<file path="config.mk">
export PLATFORM = sky130hd
export DESIGN_NAME = moore_run_detector
export DESIGN_NICKNAME = d
export VERILOG_FILES = /design/src/rtl/moore_run_detector_pkg.sv /design/src/rtl/sat_counter.sv /design/src/rtl/moore_run_detector.sv
export SDC_FILE = /design/constraint.sdc
export NUM_CORES = 1
export LEC_CHECK = 0
export ABC_AREA = 1
export CORE_MARGIN = 5
export CORE_UTILIZATION = 43
export CTS_CLUSTER_DIAMETER = 60
export CTS_CLUSTER_SIZE = 30
export DETAILED_ROUTE_END_ITERATION = 10
export HOLD_SLACK_MARGIN = 0.03
export MAX_ROUTING_LAYER = met4
export PLACE_DENSITY = 0.82
export SLEW_MARGIN = 20
export SYNTH_ARGS = -nofsm -noshare
export SYNTH_HDL_FRONTEND = slang
export SYNTH_SLANG_ARGS = --single-unit
export TNS_END_PERCENT = 30
</file>
<file path="constraint.sdc">
create_clock -name Clock -period 1.2 [get_ports Clock]
set_clock_uncertainty 0.05 [all_clocks]
set_input_delay 0.24 -clock Clock [delete_from_list [all_inputs] [get_ports Clock]]
set_output_delay 0.24 -clock Clock [all_outputs]
set_load 0.05 [all_outputs]
</file>
<file path="src/rtl/moore_run_detector_pkg.sv">
// Shared encodings for the run detector FSM.
package moore_run_detector_pkg;

  localparam int unsigned StateW = 2;

  localparam logic [StateW-1:0] IDLE   = 2'b00;
  localparam logic [StateW-1:0] RUN    = 2'b01;
  localparam logic [StateW-1:0] DETECT = 2'b10;

endpackage

</file>
<file path="src/rtl/sat_counter.sv">
// Saturating up-counter with synchronous active-low reset and synchronous clear.
module sat_counter
  import moore_run_detector_pkg::*;
#(
  parameter int unsigned W = 8
) (
  input  logic         Clock,
  input  logic         Resetn,
  input  logic         clr,
  input  logic         inc,
  output logic [W-1:0] q
);

  logic [W-1:0] q_q;

  // Clear wins over a simultaneous increment.
  always_ff @(posedge Clock) begin
    if (!Resetn) begin
      q_q <= '0;
    end else if (clr) begin
      q_q <= '0;
    end else if (inc && (q_q != {W{1'b1}})) begin
      q_q <= q_q + W'(1);
    end
  end

  assign q = q_q;

endmodule

</file>
<file path="src/rtl/moore_run_detector.sv">
// Moore detector: z asserts once w has matched target on RUN_LEN consecutive enabled edges.
module moore_run_detector
  import moore_run_detector_pkg::*;
#(
  parameter int unsigned RUN_LEN = 2,
  parameter int unsigned CNT_W   = 8,
  parameter int unsigned RUN_W   = $clog2(RUN_LEN + 1)
) (
  input  logic             Clock,
  input  logic             Resetn,
  input  logic             en,
  input  logic             w,
  input  logic             target,
  input  logic             rearm,
  input  logic             clr_count,
  output logic             z,
  output logic             det_pulse,
  output logic [RUN_W-1:0] run_len,
  output logic [CNT_W-1:0] det_count
);

  localparam logic [RUN_W-1:0]  RunOne  = RUN_W'(1);
  localparam logic [RUN_W-1:0]  RunMax  = RUN_W'(RUN_LEN);
  // A single match already completes a run when RUN_LEN is 1.
  localparam logic [StateW-1:0] FirstSt = (RUN_LEN == 1) ? DETECT : RUN;

  logic [StateW-1:0] state_q, state_d;
  logic [RUN_W-1:0]  run_q, run_d;
  logic              det_pulse_q;
  logic              det_event;
  logic              match;

  assign match = (w == target);

  always_comb begin
    state_d = state_q;
    run_d   = run_q;
    case (state_q)
      IDLE: begin
        if (en) begin
          if (match) begin
            state_d = FirstSt;
            run_d   = RunOne;
          end else begin
            run_d = '0;
          end
        end
      end
      RUN: begin
        if (en) begin
          if (match) begin
            run_d = run_q + RunOne;
            if (run_d == RunMax) state_d = DETECT;
          end else begin
            state_d = IDLE;
            run_d   = '0;
          end
        end
      end
      DETECT: begin
        if (en) begin
          if (!match) begin
            state_d = IDLE;
            run_d   = '0;
          end else if (rearm) begin
            state_d = FirstSt;
            run_d   = RunOne;
          end
        end
      end
      default: begin
        state_d = IDLE;
        run_d   = '0;
      end
    endcase
  end

  // Entering DETECT, or re-detecting in place when re-arming with RUN_LEN of 1.
  assign det_event = en && (state_d == DETECT) && ((state_q != DETECT) || rearm);

  always_ff @(posedge Clock) begin
    if (!Resetn) begin
      state_q     <= IDLE;
      run_q       <= '0;
      det_pulse_q <= 1'b0;
    end else begin
      state_q     <= state_d;
      run_q       <= run_d;
      det_pulse_q <= det_event;
    end
  end

  sat_counter #(
    .W (CNT_W)
  ) u_det_count (
    .Clock  (Clock),
    .Resetn (Resetn),
    .clr    (clr_count),
    .inc    (det_event),
    .q      (det_count)
  );

  assign z         = (state_q == DETECT);
  assign det_pulse = det_pulse_q;
  assign run_len   = run_q;

endmodule

</file>
==> results of run 1 <==
cell type report:
class	instances	area share (%)
Sequential cell	13	20.3
Inverter	19	5.15
Multi-Input combinational cell	101	38.3
Tap cell	25	2.18
Clock buffer	4	1.83
Timing Repair Buffer	37	32.3
worst paths after layout:
check	endpoint	depth (start not counted)	start	slack, ns
setup / recovery	u_det_count.q[2]	8	run_len[1]	-0.09
hold / removal	u_det_count.q[5]	2	u_det_count.q[5]	0.44
setup reg to reg	u_det_count.q[2]	8	run_len[1]	-0.09
hold reg to reg	u_det_count.q[5]	2	u_det_count.q[5]	0.44
sequential cells by signal, indices dropped and copies added (netlist names):
register       cells
det_pulse          1
run_len            2
state_q            2
u_det_count.q      8
routing by layer:
metal / share of wire [%] / up-vias / track usage, %
li1: - / 497 / -
met1: 41 / 429 / 21.6
met2: 52 / 27 / 33.9
met3: 3.9 / 10 / 2.54
met4: 3.4 / 0 / 8.94
met5: 0 / - / -
critical path, cell delays in order, from the launching register on:
cell and delay, ns:
dfxtp_4 0.36, inv_4 0.06, ha_4 0.14, nand2_2 0.05, nor2_2 0.10, nand2_2 0.08
nor2_4 0.16, nand2_1 0.09, a21oi_2 0.11
kinds of logic (layout without fill, tap and decap cells):
group,Yosys count,after routing,synth area share [%]
compound gates,15,15,9.88
xor+xnor,3,3,3.24
fa+ha+maj,2,2,3.09
buf+inv,19,60,8.80
flops,13,13,32.1
simple gates,81,81,42.9
repair_timing:
item | CTS | global route
gates resized for setup | 19 | 6
endpoints found under the hold margin | 0 | 0
pin swaps | 7 | 1
endpoints found under the setup margin | 20 | 22
buffers inserted | 3 | 1
cells in the mapped netlist, drive strengths merged:
master and n:
nand4 1, a21oi 7, nand2 49, nand3b 2, clkinv 1, ha 2
nand3 5, nor2 22, xor2 1, nor3 2, o21ai 6, dfxtp 13
xnor2 2, inv 18, o211ai 2
per-stage QoR:
step	TNS [ns]	area [µm²]	util (%)	worst slack [ns]
after floorplan	-0.585	861	-	-0.0806
after global placement	-4.56	1310	74.0	-0.414
after detailed placement	-5.12	1310	74.0	-0.463
after CTS	-0.626	1400	79.5	-0.0668
after global routing	-2.28	1430	81.2	-0.205
final	-0.813	1430	81.2	-0.0858
power breakdown:
part	switching [mW]	internal, mW	leakage [nW]	total (mW)
clock	0.145	0.129	0.0150	0.274
sequential	0.00899	0.432	0.113	0.441
combinational	0.109	0.105	0.480	0.214
total	0.263	0.666	0.608	0.929
==> flow_summary.ini, run 1 <==
[final_layout]
nets = 184
multi_input_area_um2 = 548
most-common-layout-cells = 42 x nand2_1, 19 x nor2_1, 14 x inv_1, 14 x buf_4, 12 x buf_12
fin_cells = 199
drive_above_1_share_pct = 39.7
final_common_cell = nand2_1
regArea_um2 = 290
n_antenna_cell = 0
area_delta_synth_final_pct = 76.7
fill_cells = 126

[sta]
whs_ns = 0.444
rsz0062_at_grt = true
fin_crit_ns = 1.29
tightestPinTransition_ns = 0.255
hold_violations = 0
setup_viol_count_final = 17
period_share_pct = 107
clock.fmax_mhz = 778
fin_ws_ns = -0.0858
relSlewSlack_pct = 83.0
slew_viol_final = 0

[global_route]
grt_pass1_vias = 934
grt_pass1_wl_um = 3930
grtUsageTotal_pct = 19.4
globalRoute.totalOverflow = 0
antenna_found_initial = 0
grt_max_degree = 9

[detailed_routing]
drcViolationCount = 0
vias = 963
viasPerCell = 4.84
post_drt_wl_per_cell_um = 11.4
totalWireLength_um = 2280
ant_nets = 0
drt_iter0_drc = 26
drtPass1Iterations = 5

[logic_synthesis]
yosysUniqueCellTypes = 20
synth_top_area_share_pct = 32.1
synth_warnings = 0
netlist_instances = 133
ys_seq_area_share_pct = 32.1
ys_ff_latch = 13
synth.area.top_cells = dfxtp_1 32%, nand2_1 21%, nor2_1 9.3%, inv_1 7.9%, a21oi_1 4.3%
netlist_area_um2 = 811
yosysTopAreaCell = dfxtp_1
syn_avg_cell_area_um2 = 6.10
synthesis.nets = 142

[clocking]
holdBufCountCts = 0
cts-root-buf = clkbuf_4
cts_tree = yes
clock_path_buffers = 2
h-tree-depth = 1
clkLatencyLatePin_ns = 0.28
path_clk_slew_ns = 0.08
cts_buffers = 3
cts.sinks = 13

[worst_setup_path]
cp_max_fo = 7
cp.arrival_ns = 1.45
end_kind = flip-flop
cp-start-kind = flip-flop
path_class = reg2reg
required_ns = 1.36

[power]
powerDensity_nw_per_um2 = 648
p_total_uw = 929
irDropWorstVdd_mv = 0.692
p_leak_nw = 0.608

[die]
start_util_pct = 46.0
die-height_um = 53.4
rows = 15
coreArea_um2 = 1760
die_area_um2 = 2850
die_w_um = 53.4
ios = 19

[run_status]
status = finished, violations left
violations = negative setup slack

[placement]
dp_hpwl_um = 1680
place_congestion = 0.952
placedCellCount = 191
port_buffers = 18

[hold_path]
hp-class = reg2reg

[flow_run]
cap_violations = 0
(Power assumes the default switching activity.)
==> run 2, diff against run 1 <==
CORE_UTILIZATION = 54   (was 43)
DONT_BUFFER_PORTS = 1   (was unset)
PLACE_DENSITY = 0.81   (was 0.82)
==> run 2 against run 1 <==
Net effect: the run still ends with negative setup slack left; sequential share of layout area grew 4.3 points; sequential cell count unchanged; cell area down 18%; final cell count is 12% lower; die area fell by 17%; total power decreased by 6.3%.
==> flow_summary.ini, run 2 (synthesis results as in run 1) <==
[clocking]
clock_path_buffers = 2
cts_buffers = 3
path_clk_slew_ns = 0.08
cts.sinks = 13
clkLatencyLatePin_ns = 0.28
h-tree-depth = 1
cts_tree = yes
cts-root-buf = clkbuf_4

[die]
ios = 19
rows = 14
start_util_pct = 55.1
die-height_um = 48.8
die_area_um2 = 2380
coreArea_um2 = 1470
die_w_um = 48.8

[detailed_routing]
drt_iter0_drc = 23
totalWireLength_um = 2160
viasPerCell = 5.25
post_drt_wl_per_cell_um = 12.3
drcViolationCount = 0
drtPass1Iterations = 4
vias = 924
ant_nets = 0

[global_route]
met1_usage_pct = 20.6
grt_pass1_vias = 897
antenna_found_initial = 0
globalRoute.totalOverflow = 0
grt_pass1_wl_um = 3670
grtUsageMet2_pct = 33.9
grt.busiest_layer = met2
grtUsageTotal_pct = 19.6
grt_max_degree = 9
use_met3_pct = 4.91

[worst_setup_path]
rrSetupSlack_ns = -0.08
path_cells = ha_4 > nand3_2 > clkinv_1 > nand3_1 > nand2_4 > o21ai_1 > nor2_1
end_kind = flip-flop
required_ns = 1.32
r2r-end = u_det_count.q[6]
cp_max_fo = 8
r2r_start = u_det_count.q[1]
path_class = reg2reg
reg2regPathDepth = 7
cp-start-kind = flip-flop
slowest_stage = dfxtp_4
slowest_delay_ns = 0.36
cp.arrival_ns = 1.40

[power]
irDropWorstVdd_mv = 0.656
powerDensity_nw_per_um2 = 742
p_leak_nw = 0.504

[placement]
placedCellCount = 167
place_congestion = 0.915
port_buffers = 0
dp_hpwl_um = 1570

[sta]
period_share_pct = 107
hold_violations = 0
fin_setup_tns_ns = -0.562
clock.fmax_mhz = 779
slew_viol_final = 0
fin_crit_ns = 1.28
tightestPinTransition_ns = 0.302
relSlewSlack_pct = 79.8
setup_viol_count_final = 12
rsz0062_at_grt = true
whs_ns = 0.0423
fin_ws_ns = -0.0832

[final_layout]
area_delta_synth_final_pct = 44.8
most-common-layout-cells = 43 x nand2_1, 18 x nor2_1, 16 x buf_4, 14 x inv_1, 7 x dfxtp_2
drive_above_1_share_pct = 37.5
fin_cells = 176
n_antenna_cell = 0
final_common_cell = nand2_1
nets = 170
largest_reg_flops = 8

[run_status]
violations = negative setup slack
status = finished, violations left

[hold_path]
hp-class = in2reg
min_path_cells = 2
hp-start = Resetn
holdPathEnd = state_q[0]

[flow_run]
cap_violations = 0
run 2: layout make-up:
class	instances	area [µm²]
flip-flops and latches	13	288
clock buffers	4	26.3
inverters	19	76.3
well taps	16	20.0
fillers	114	298
repair buffers	23	210
multi-input cells	101	553
run 2: worst max path at each step:
stage | start | to | slack (ns)
6_report | u_det_count.q[1] | u_det_count.q[6] | -0.08
4_1_cts | run_len[1] | u_det_count.q[6] | -0.07
2_1_floorplan | run_len[1] | u_det_count.q[6] | -0.08
3_3_place_gp | run_len[1] | u_det_count.q[6] | -0.12
3_5_place_dp | run_len[1] | u_det_count.q[6] | -0.13
5_1_grt | u_det_count.q[1] | u_det_count.q[6] | -0.19
run 2: per-stage QoR:
stage / instance area, µm² / power, mW / setup WS (ns) / utilization, %
after floorplan: 861 / 0.548 / -0.0806 / -
after global placement: 1030 / 0.577 / -0.115 / 69.9
after detailed placement: 1030 / 0.585 / -0.130 / 69.9
after CTS: 1100 / 0.863 / -0.0748 / 75.1
after global routing: 1170 / 0.933 / -0.193 / 79.8
final: 1170 / 0.871 / -0.0832 / 79.8
run 2: routing by layer:
metal	up-vias	wire length (µm)	part of all wire (%)
li1	471	-	-
met1	415	855	40
met2	29	1140	53
met3	9	110	5.1
met4	0	56	2.6
met5	-	0	0
run 2: power breakdown:
part | internal (mW) | leakage, nW | switching [mW]
Clock | 0.129 | 0.0150 | 0.147
Combinational | 0.0588 | 0.376 | 0.0900
Sequential | 0.434 | 0.112 | 0.0112
Total | 0.622 | 0.504 | 0.249
run 2: repair_timing:
action	4_1_cts	5_1_grt
hold endpoints to repair	2	0
setup buffers	3	1
resized for setup	9	16
endpoints found under the setup margin	14	19
pin swaps	9	7
hold buffers	1	0
run 2: critical path, delay by kind of cell (launching register included):
family	cells	cell delay, ns
buf+inv	1	0.08
fa+ha+maj	1	0.16
compound gates	1	0.14
flops	1	0.36
simple gates	4	0.38
==> run 3, diff against run 2 <==
CTS_CLUSTER_SIZE = 40   (was 30)
==> results of run 3 <==
Final layout, timing and power as in run 2 (identical DEF).
